==> src/rtl/ram_burst_reader.sv <==
// ram_burst_reader: drains the capture RAM over a valid/ready stream once
// capture completes. Words 0..max_ram_address-2 go out in bursts of
// burst_index beats, each burst gated by a burst_req/burst_grant handshake.
// Optional feature macro: RAM_READER_CHECKSUM_EN appends a one-beat burst
// carrying the XOR of every transmitted word.
module ram_burst_reader #(
  parameter int address_width   = 14,
  parameter int max_ram_address = 16384,
  parameter int burst_index     = 8,
  parameter int data_width      = 32
) (
  input  logic                     variable_clk_2,
  input  logic                     reset,
  input  logic                     start_signal,
  input  logic                     capture_enable,
  output logic                     ram_rd_en,
  output logic [address_width-1:0] ram_rd_addr,
  input  logic [data_width-1:0]    ram_rd_data,
  output logic                     burst_req,
  input  logic                     burst_grant,
  output logic [data_width-1:0]    tx_data,
  output logic                     tx_valid,
  input  logic                     tx_ready,
  output logic                     tx_last,
  output logic                     transfer_done,
  output logic                     busy
);

  localparam int TOTAL = max_ram_address - 1;
  localparam int CMAX  = (TOTAL > burst_index) ? TOTAL : burst_index;
  localparam int CW    = $clog2(CMAX + 1);
  localparam int BW    = $clog2(burst_index + 1);

  localparam logic [CW-1:0]            TOTAL_C   = CW'(TOTAL);
  localparam logic [CW-1:0]            BURST_C   = CW'(burst_index);
  localparam logic [BW-1:0]            BURST_B   = BW'(burst_index);
  localparam logic [BW-1:0]            ONE_B     = BW'(1);
  localparam logic [address_width-1:0] LAST_ADDR = address_width'(max_ram_address - 2);
  localparam logic [address_width-1:0] ONE_A     = address_width'(1);

  typedef enum logic [1:0] {
    S_IDLE,
    S_WAIT_GRANT,
    S_STREAM,
    S_FINISH
  } state_t;

  state_t                   state_q, state_d;
  logic                     cap_q;
  logic [CW-1:0]            rem_q, rem_d;         // words not yet assigned to a burst
  logic [BW-1:0]            rd_left_q, rd_left_d; // reads still to issue this burst
  logic [BW-1:0]            hs_left_q, hs_left_d; // beats still to hand off this burst
  logic [BW-1:0]            beats;
  logic [address_width-1:0] addr_q, addr_d;

  // Two-entry output buffer plus one outstanding RAM read
  logic                     inflight_q;
  logic [data_width-1:0]    buf_q [2];
  logic                     wr_ptr_q, rd_ptr_q;
  logic [1:0]               cnt_q, cnt_d;

  logic                     trigger;
  logic                     rd_issue;
  logic                     hs, hs_data;
  logic                     push, pop;
  logic                     data_vld;
  logic [data_width-1:0]    head_data;

`ifdef RAM_READER_CHECKSUM_EN
  logic                     cks_phase_q, cks_phase_d;
  logic [data_width-1:0]    cks_q, cks_d;
`endif

  assign trigger     = cap_q && !capture_enable && !start_signal;
  assign ram_rd_en   = rd_issue;
  assign ram_rd_addr = addr_q;

  // Buffer head; when the buffer is empty the word returning from RAM this
  // cycle is presented directly, and is captured next cycle if not taken, so
  // the presented value does not change while stalled.
  assign data_vld  = (cnt_q != 2'd0) || inflight_q;
  assign head_data = (cnt_q != 2'd0) ? buf_q[rd_ptr_q] : ram_rd_data;

`ifdef RAM_READER_CHECKSUM_EN
  assign hs_data = hs && !cks_phase_q;
`else
  assign hs_data = hs;
`endif

  assign push  = inflight_q && !((cnt_q == 2'd0) && hs_data);
  assign pop   = hs_data && (cnt_q != 2'd0);
  assign cnt_d = cnt_q + {1'b0, push} - {1'b0, pop};

  // Next-state and output decode for the burst sequencer
  always_comb begin
    state_d       = state_q;
    rem_d         = rem_q;
    rd_left_d     = rd_left_q;
    hs_left_d     = hs_left_q;
    addr_d        = addr_q;
    beats         = '0;
    rd_issue      = 1'b0;
    hs            = 1'b0;
    burst_req     = 1'b0;
    tx_valid      = 1'b0;
    tx_data       = '0;
    tx_last       = 1'b0;
    transfer_done = 1'b0;
    busy          = (state_q != S_IDLE);
`ifdef RAM_READER_CHECKSUM_EN
    cks_phase_d   = cks_phase_q;
    cks_d         = cks_q;
`endif

    case (state_q)
      S_IDLE: begin
        if (trigger) begin
          rem_d   = TOTAL_C;
          addr_d  = '0;
          state_d = S_WAIT_GRANT;
`ifdef RAM_READER_CHECKSUM_EN
          cks_phase_d = 1'b0;
          cks_d       = '0;
`endif
        end
      end

      S_WAIT_GRANT: begin
        burst_req = 1'b1;
        if (burst_grant) begin
          beats = (rem_q >= BURST_C) ? BURST_B : BW'(rem_q);
`ifdef RAM_READER_CHECKSUM_EN
          if (cks_phase_q) begin
            rd_left_d = '0;
            hs_left_d = ONE_B;
          end else
`endif
          begin
            rd_left_d = beats;
            hs_left_d = beats;
            rem_d     = rem_q - CW'(beats);
          end
          state_d = S_STREAM;
        end
      end

      S_STREAM: begin
`ifdef RAM_READER_CHECKSUM_EN
        if (cks_phase_q) begin
          tx_valid = 1'b1;
          tx_data  = cks_q;
          tx_last  = 1'b1;
        end else
`endif
        begin
          // Keep buffered + outstanding words at or below the buffer depth
          rd_issue = (rd_left_q != '0) &&
                     (({1'b0, cnt_q} + {2'b0, inflight_q}) < 3'd2);
          tx_valid = data_vld;
          tx_data  = data_vld ? head_data : '0;
          tx_last  = data_vld && (hs_left_q == ONE_B);
        end

        hs = tx_valid && tx_ready;

        if (rd_issue) begin
          rd_left_d = rd_left_q - ONE_B;
          // Hold at the last valid word rather than stepping past the RAM
          if (addr_q != LAST_ADDR) addr_d = addr_q + ONE_A;
        end

`ifdef RAM_READER_CHECKSUM_EN
        if (hs_data) cks_d = cks_q ^ tx_data;
`endif

        if (hs) begin
          hs_left_d = hs_left_q - ONE_B;
          if (hs_left_q == ONE_B) begin
            if (rem_q != '0) state_d = S_WAIT_GRANT;
`ifdef RAM_READER_CHECKSUM_EN
            else if (!cks_phase_q) begin
              state_d     = S_WAIT_GRANT;
              cks_phase_d = 1'b1;
            end
`endif
            else state_d = S_FINISH;
          end
        end
      end

      S_FINISH: begin
        transfer_done = 1'b1;
        state_d       = S_IDLE;
      end

      default: state_d = S_IDLE;
    endcase
  end

  // Sequencer state, counters and the capture_enable edge detector
  always_ff @(posedge variable_clk_2) begin
    if (reset) begin
      state_q   <= S_IDLE;
      cap_q     <= 1'b0;
      rem_q     <= '0;
      rd_left_q <= '0;
      hs_left_q <= '0;
      addr_q    <= '0;
    end else begin
      state_q   <= state_d;
      cap_q     <= capture_enable;
      rem_q     <= rem_d;
      rd_left_q <= rd_left_d;
      hs_left_q <= hs_left_d;
      addr_q    <= addr_d;
    end
  end

  // Buffer control; reset drops any outstanding read and empties the buffer
  always_ff @(posedge variable_clk_2) begin
    if (reset) begin
      inflight_q <= 1'b0;
      wr_ptr_q   <= 1'b0;
      rd_ptr_q   <= 1'b0;
      cnt_q      <= 2'd0;
    end else begin
      inflight_q <= rd_issue;
      cnt_q      <= cnt_d;
      if (push) wr_ptr_q <= ~wr_ptr_q;
      if (pop)  rd_ptr_q <= ~rd_ptr_q;
    end
  end

  // Buffer storage; contents are only observed through the occupancy count
  always_ff @(posedge variable_clk_2) begin
    if (push) buf_q[wr_ptr_q] <= ram_rd_data;
  end

`ifdef RAM_READER_CHECKSUM_EN
  // Running XOR of transmitted words and the checksum-burst flag
  always_ff @(posedge variable_clk_2) begin
    if (reset) begin
      cks_phase_q <= 1'b0;
      cks_q       <= '0;
    end else begin
      cks_phase_q <= cks_phase_d;
      cks_q       <= cks_d;
    end
  end
`endif

endmodule
==> config.mk <==
export PLATFORM = sky130hd
export DESIGN_NAME = ram_burst_reader
export DESIGN_NICKNAME = d
export VERILOG_FILES = /design/src/rtl/ram_burst_reader.sv
export SDC_FILE = /design/constraint.sdc
export NUM_CORES = 1
export LEC_CHECK = 0
export CELL_PAD_IN_SITES_DETAIL_PLACEMENT = 1
export CELL_PAD_IN_SITES_GLOBAL_PLACEMENT = 2
export CORE_MARGIN = 4
export CORE_UTILIZATION = 32
export CTS_BUF_LIST = sky130_fd_sc_hd__clkbuf_4
export DETAILED_ROUTE_END_ITERATION = 10
export PLACE_DENSITY_LB_ADDON = 0.1
export SLEW_MARGIN = 20
export SYNTH_ARGS = -nofsm -noshare
export SYNTH_HDL_FRONTEND = slang
export SYNTH_SLANG_ARGS = --single-unit
==> constraint.sdc <==
create_clock -name variable_clk_2 -period 2.6 [get_ports variable_clk_2]
set_clock_uncertainty 0.05 [all_clocks]
set_input_delay 0.52 -clock variable_clk_2 [delete_from_list [all_inputs] [get_ports variable_clk_2]]
set_output_delay 0.52 -clock variable_clk_2 [all_outputs]
set_load 0.05 [all_outputs]
==> results of run 1 <==
[metrics by stage]
stage / setup TNS [ns] / instances / power, mW / hold slack (ns)
after floorplan: -0.2578 / 466 / 2.133 / 0.4059
after global routing: -0.03741 / 795 / 3.346 / 0.4730
after detailed placement: -0.4403 / 769 / 2.299 / 0.4312
after CTS: -0.0003433 / 795 / 3.235 / 0.4532
final: 0 / 795 / 3.195 / 0.4528
after global placement: -0.1267 / 769 / 2.287 / 0.4241
[path summary, 6_finish.rpt]
path | start | endpoint | slack (ns) | depth (start not counted)
setup / recovery | cnt_q[1] | tx_data[9] | 0.07 | 4
hold / removal | rd_left_q[1] | rd_left_q[1] | 0.45 | 2
setup reg to reg | state_q[0] | hs_left_q[1] | 0.38 | 7
hold reg to reg | rd_left_q[1] | rd_left_q[1] | 0.45 | 2
[routing by layer]
| metal | up-vias | global-route usage, % | wire, um |
|---|---|---|---|
| met5 | - | 0 | 0 |
| met4 | 0 | 4.400 | 212 |
| met3 | 14 | 4.051 | 547 |
| met2 | 72 | 27.68 | 6939 |
| met1 | 1994 | 20.22 | 6443 |
| li1 | 1925 | - | - |
[worst min-delay path, cell delays in order, from the launching register on]
cell and delay (ns):
dfxtp_1 0.35, inv_1 0.07, a211oi_1 0.06
[registers in the layout, summed over array words and instances, names as in the netlist, named ones only]
register,count
rd_left_q,4
ram_rd_addr,14
state_q,2
cap_q,1
inflight_q,1
buf_q,64
cnt_q,2
rem_q,14
rd_ptr_q,1
wr_ptr_q,1
hs_left_q,4
[timing repair]
| action | CTS | global route |
|---|---|---|
| setup endpoints to repair | 36 | 24 |
| endpoints found under the hold margin | 0 | 0 |
| cloned | 1 | 0 |
| gates resized for setup | 26 | 17 |
| buffers inserted | 9 | 0 |
| pin swaps | 5 | 3 |
[power breakdown]
group / switching [mW] / internal (mW)
registers: 0.0305 / 1.85
clock network: 0.600 / 0.312
logic: 0.226 / 0.177
total: 0.856 / 2.34
[cells by family after synthesis]
family | after synthesis
other cells | 1
flops | 109
buf+inv | 41
simple gates | 155
fa+ha+maj | 8
mux | 35
compound gates | 97
xor+xnor | 20
[area by class of cell]
cell class                      count  area [sq um]
Fill cell                        1655          8003
Clock inverter                      6         68.82
Tap cell                          211         264.0
Inverter                           14         52.55
Timing Repair Buffer              129          1622
Clock buffer                       10         75.07
Multi-Input combinational cell    316          2455
Sequential cell                   109          2831
[cells in the final DEF, fill, tap and decap left out, types with 3 or more instances in the layout]
master,count
or3_1,6
and3_1,3
nor2_1,70
nor2b_1,4
mux2i_1,35
xnor2_1,12
clkdlybuf4s50_1,51
a211oi_2,10
nand2b_1,4
ha_1,8
a21oi_1,23
buf_4,35
and2_1,3
a211oi_4,22
o21ai_0,13
nand2_1,12
a211oi_1,10
inv_1,14
nor3_1,14
buf_12,40
xor2_1,8
clkbuf_4,10
dfxtp_1,40
nand3_1,11
nand4_1,6
edfxtp_1,64
dfxtp_2,4
==> results_dict.tcl, run 1 <==
set metrics [dict create \
    postLayoutCoreUtil_pct 47.94 \
    async_flop_share_pct 0 \
    clock_latency_ns 0.51 \
    cts_buffers 9 \
    die-area_sq_um 17900 \
    status "finished clean" \
    setup_ws_ns 0.07441 \
    worstMarginPinSlew_ns 0.9874 \
    fin_area_sq_um 7368 \
    critPathKind "flop to primary output" \
    slew_headroom_pct 34.01 \
    cp-start-kind "flop" \
    clock_sinks 109 \
    finalCriticalPeriod_ns 2.526 \
    critPathBufInv 2 \
    drive_gt1_share_pct 24.49 \
    core_region_area_sq_um 15370 \
    synth_most_common_cell "nor2_1" \
    htreeDepth 3 \
    grt_max_degree 33 \
    syn_nets 512 \
    path_delay_family "buffers and inverters" \
    antenna-diode-count 0 \
    crit_chain "or2_4, buf_16, a211oi_4, buf_12" \
    synth_top_area_cell "edfxtp_1" \
    die_y_um 133.8 \
    powerDensity_nw_per_um2 433.6 \
    ys_warn_count 0 \
    vias 4005 \
    die_w_um 133.8 \
    synthTopCellsByCount "72 x nor2_1, 64 x edfxtp_1, 45 x dfxtp_1, 42 x a211oi_1, 35 x mux2i_1" \
    netlist.area_leader.share_pct 37.96 \
    first_pass_iters 4 \
    cts_tree "done" \
    synth_cell_types 55 \
    cts-root-buf "clkbuf_4" \
    grt_pass1_vias 4191 \
    drt.antenna.violating_nets 0 \
    vdd_ir_drop_max_mv 0.2403 \
    cts_max_path_buffers 2 \
    synth-xor-area-share_pct 3.460 \
    path_max_fanout 32 \
    core.rowCount 45 \
    clk_pin_slew_ns 0.18 \
    syn_inst 466 \
    track_usage_pct 16.12 \
    place_congestion 0.7658 \
    synth_edf_count 64 \
    routed_wl_mm 14.14 \
    crit_required_ns 2.03 \
    finalNetCount 625 \
    setup_violations 0 \
    cts_hold_buf 0 \
    cap_violations 0 \
    port_buffers 89 \
    p_leak_nw 2.385 \
    routedWlPerCell_um 17.79 \
    synthMuxAreaShare_pct 6.920 \
    ys_seq_area_share_pct 55.76 \
    vias_per_cell 5.038 \
    fin_crit_sh_pct 97.14 \
    synth_simple_gate_area_share_pct 15.42 \
    ys_top_cells_by_area "edfxtp_1 38%, dfxtp_1 18%, mux2i_1 6.9%" \
    drc 0 \
    area_delta_synth_final_pct 45.55 \
    critPathSlowestCell "dfxtp_2" \
    dpl.hpwl_mm 9.472 \
    rsz0062_at_grt "yes" \
    start_util_pct 32.93 \
    max_stage_delay_ns 0.37 \
    fmax_ghz 0.3959 \
    min_path_type "flop to flop" \
    grt_pass1_wl_mm 22.83 \
    antenna_found_initial 0 \
    synth_compound_area_share_pct 13.15 \
    synth_fa_ha_area_share_pct 1.977 \
    arrival_ns 1.96 \
    yosys_most_used_dff "edfxtp_1" \
    ys_ff_latch 109 \
    gr-total-overflow 0 \
    placed_cell_area_sq_um 6879 \
    drv_slew 0 \
    postSynthAreaPerCell_sq_um 10.86 \
    synth_top_family_by_area "simple AND/OR/NAND/NOR gates" \
    hold_viol_final 0 \
    syn_area_sq_um 5062 \
    drtIter0Drc 187 \
    ioPinCount 90 \
    worstSetupEndpointType "primary output" \
    dp_slack_ns -0.07794 \
]
(Power assumes the default switching activity.)
==> inputs of run 2 (changes only) <==
--- a/config.mk
+++ b/config.mk
@@ -7,7 +7,7 @@
 export LEC_CHECK = 0
 export CELL_PAD_IN_SITES_DETAIL_PLACEMENT = 1
 export CELL_PAD_IN_SITES_GLOBAL_PLACEMENT = 2
-export CORE_MARGIN = 4
+export CORE_MARGIN = 2
 export CORE_UTILIZATION = 32
 export CTS_BUF_LIST = sky130_fd_sc_hd__clkbuf_4
 export DETAILED_ROUTE_END_ITERATION = 10
==> run 2 against run 1 <==
Effect of this change:
- combinational power down 6.0%
- non-clock buffer count down 9
- wire length decreased by 4.0%
- critical endpoint is now tx_data[31]
==> results_dict.tcl, run 2 (synthesis gave the netlist of run 1 again) <==
set metrics [dict create \
    routedWlPerCell_um 17.26 \
    largest_reg_flops 64 \
    hp-start "rem_q[13]" \
    hold_viol_final 0 \
    rsz0062_at_grt "yes" \
    die-area_sq_um 16840 \
    drive_gt1_share_pct 22.96 \
    fin_area_sq_um 7203 \
    placed_cells 765 \
    slew_headroom_pct 32.93 \
    worstMarginPinSlew_ns 1.004 \
    layout_common_cells "70 x nor2_1, 64 x edfxtp_1, 51 x clkdlybuf4s50_1" \
    drc 0 \
    crit_required_ns 2.03 \
    power_frac_clock_pct 28.0 \
    core.rowCount 45 \
    drt.antenna.violating_nets 0 \
    cts_buffers 9 \
    max_stage_delay_ns 0.37 \
    seqPwrFrac_pct 59.9 \
    vdd_ir_drop_max_mv 0.2548 \
    start_util_pct 33.06 \
    p_leak_nw 2.359 \
    routed_wl_mm 13.58 \
    finalNetCount 616 \
    area_delta_synth_final_pct 42.29 \
    cts_tree "done" \
    die_w_um 129.8 \
    arrival_ns 1.94 \
    switchingPower_mw 0.8147 \
    drv_slew 0 \
    setup_violations 0 \
    track_usage_pct 16.92 \
    fin_crit_sh_pct 96.64 \
    mostFrequentLayoutCell "nor2_1" \
    vias_per_cell 5.114 \
    fmax_ghz 0.3980 \
    gr-total-overflow 0 \
    p_int_mw 2.322 \
    cts-root-buf "clkbuf_4" \
    cap_violations 0 \
    fillers 1657 \
    drtIter0Drc 140 \
    grt_max_degree 33 \
    critPathKind "flop to primary output" \
    crit_chain "or2_4, bufbuf_16, a211oi_2, buf_12" \
    dpl.hpwl_mm 9.554 \
    status "finished clean" \
    cts_max_path_buffers 2 \
    finalCriticalPeriod_ns 2.513 \
    regMostFlops "buf_q" \
    core_region_area_sq_um 15310 \
    cts_hold_buf 0 \
    vias 4025 \
    sw_frac_of_total_pct 25.98 \
    first_pass_iters 4 \
    worstSetupEndpointType "primary output" \
    clock_sinks 109 \
    cp-startpoint "cnt_q[0]" \
    cp-start-kind "flop" \
    clk_pin_slew_ns 0.16 \
    grt_pass1_wl_mm 22.25 \
    fin_cells 787 \
    powerDensity_nw_per_um2 435.4 \
    die_y_um 129.8 \
    min_path_type "flop to flop" \
    combPwrFrac_pct 12.1 \
    clock_latency_ns 0.47 \
    htreeDepth 3 \
    antenna_found_initial 1 \
    critPathSlowestCell "dfxtp_2" \
    grt_pass1_vias 4265 \
    ioPinCount 90 \
    placed_cell_area_sq_um 6892 \
    port_buffers 89 \
    rr_startpoint "cnt_q[1]" \
    place_congestion 0.7648 \
    path_max_fanout 24 \
]
## run 2: layout make-up
class / count / area (sq um) / area share (%)
clock buffers: 10 / 75.07 / 1.042
repair buffers: 120 / 1577 / 21.89
well taps: 211 / 264.0 / 3.665
multi-input cells: 316 / 2340 / 32.48
clock inverters: 6 / 62.56 / 0.8685
flip-flops and latches: 109 / 2830 / 39.29
inverters: 14 / 52.55 / 0.7295
diodes: 1 / 2.502 / 0.03474
## run 2: what timing repair did
| action | in CTS | in global routing |
|---|---|---|
| pin swaps | 3 | 4 |
| buffers inserted | 4 | 1 |
| cloned | 1 | 0 |
| endpoints found under the setup margin | 37 | 22 |
| gates resized for setup | 11 | 10 |
## run 2: layer usage
layer	vias to the layer above	GRT usage, %	routed length (um)
li1	1921	-	-
met1	2038	21.95	6211
met2	51	29.10	6788
met3	15	2.419	372
met4	0	5.693	207
met5	-	0	0
## run 2: path summary, 6_finish.rpt
| check | endpoint | slack, ns | depth (start not counted) |
|---|---|---|---|
| worst min register to register | rem_q[13] | 0.45 | 2 |
| worst min-delay path | rem_q[13] | 0.45 | 2 |
| worst max-delay path | tx_data[31] | 0.09 | 4 |
| worst max register to register | buf_q[1][12] | 0.28 | 5 |
## run 2: power by group through the flow
stage | Combinational (mW) | Clock, mW | Sequential, mW
4_1_cts | 0.379 | 0.914 | 1.88
3_5_place_dp | 0.373 | 0 | 1.92
3_3_place_gp | 0.363 | 0 | 1.92
6_report | 0.379 | 0.877 | 1.88
5_1_grt | 0.421 | 0.985 | 1.89
2_1_floorplan | 0.219 | 0 | 1.91
## run 2: critical path, delay by kind of cell, from the launching register on
kind,cells,cell delay (ns)
AOI/OAI and AO/OA,1,0.29
buffers and inverters,2,0.52
and+or+nand+nor,1,0.29
DFF,1,0.37
## run 2: stage by stage
stage / setup slack [ns] / power (mW) / setup TNS (ns) / hold WS, ns / utilization (%)
6_report: 0.08732 / 3.137 / 0 / 0.4539 / 47.03
3_3_place_gp: -0.03994 / 2.280 / -0.08521 / 0.4263 / 45.00
4_1_cts: 0.008586 / 3.174 / 0 / 0.4567 / 46.67
5_1_grt: -0.001551 / 3.292 / -0.001551 / 0.4981 / 47.03
2_1_floorplan: -0.1289 / 2.133 / -0.2578 / 0.4059 / -
3_5_place_dp: -0.08510 / 2.291 / -0.5196 / 0.4359 / 45.00
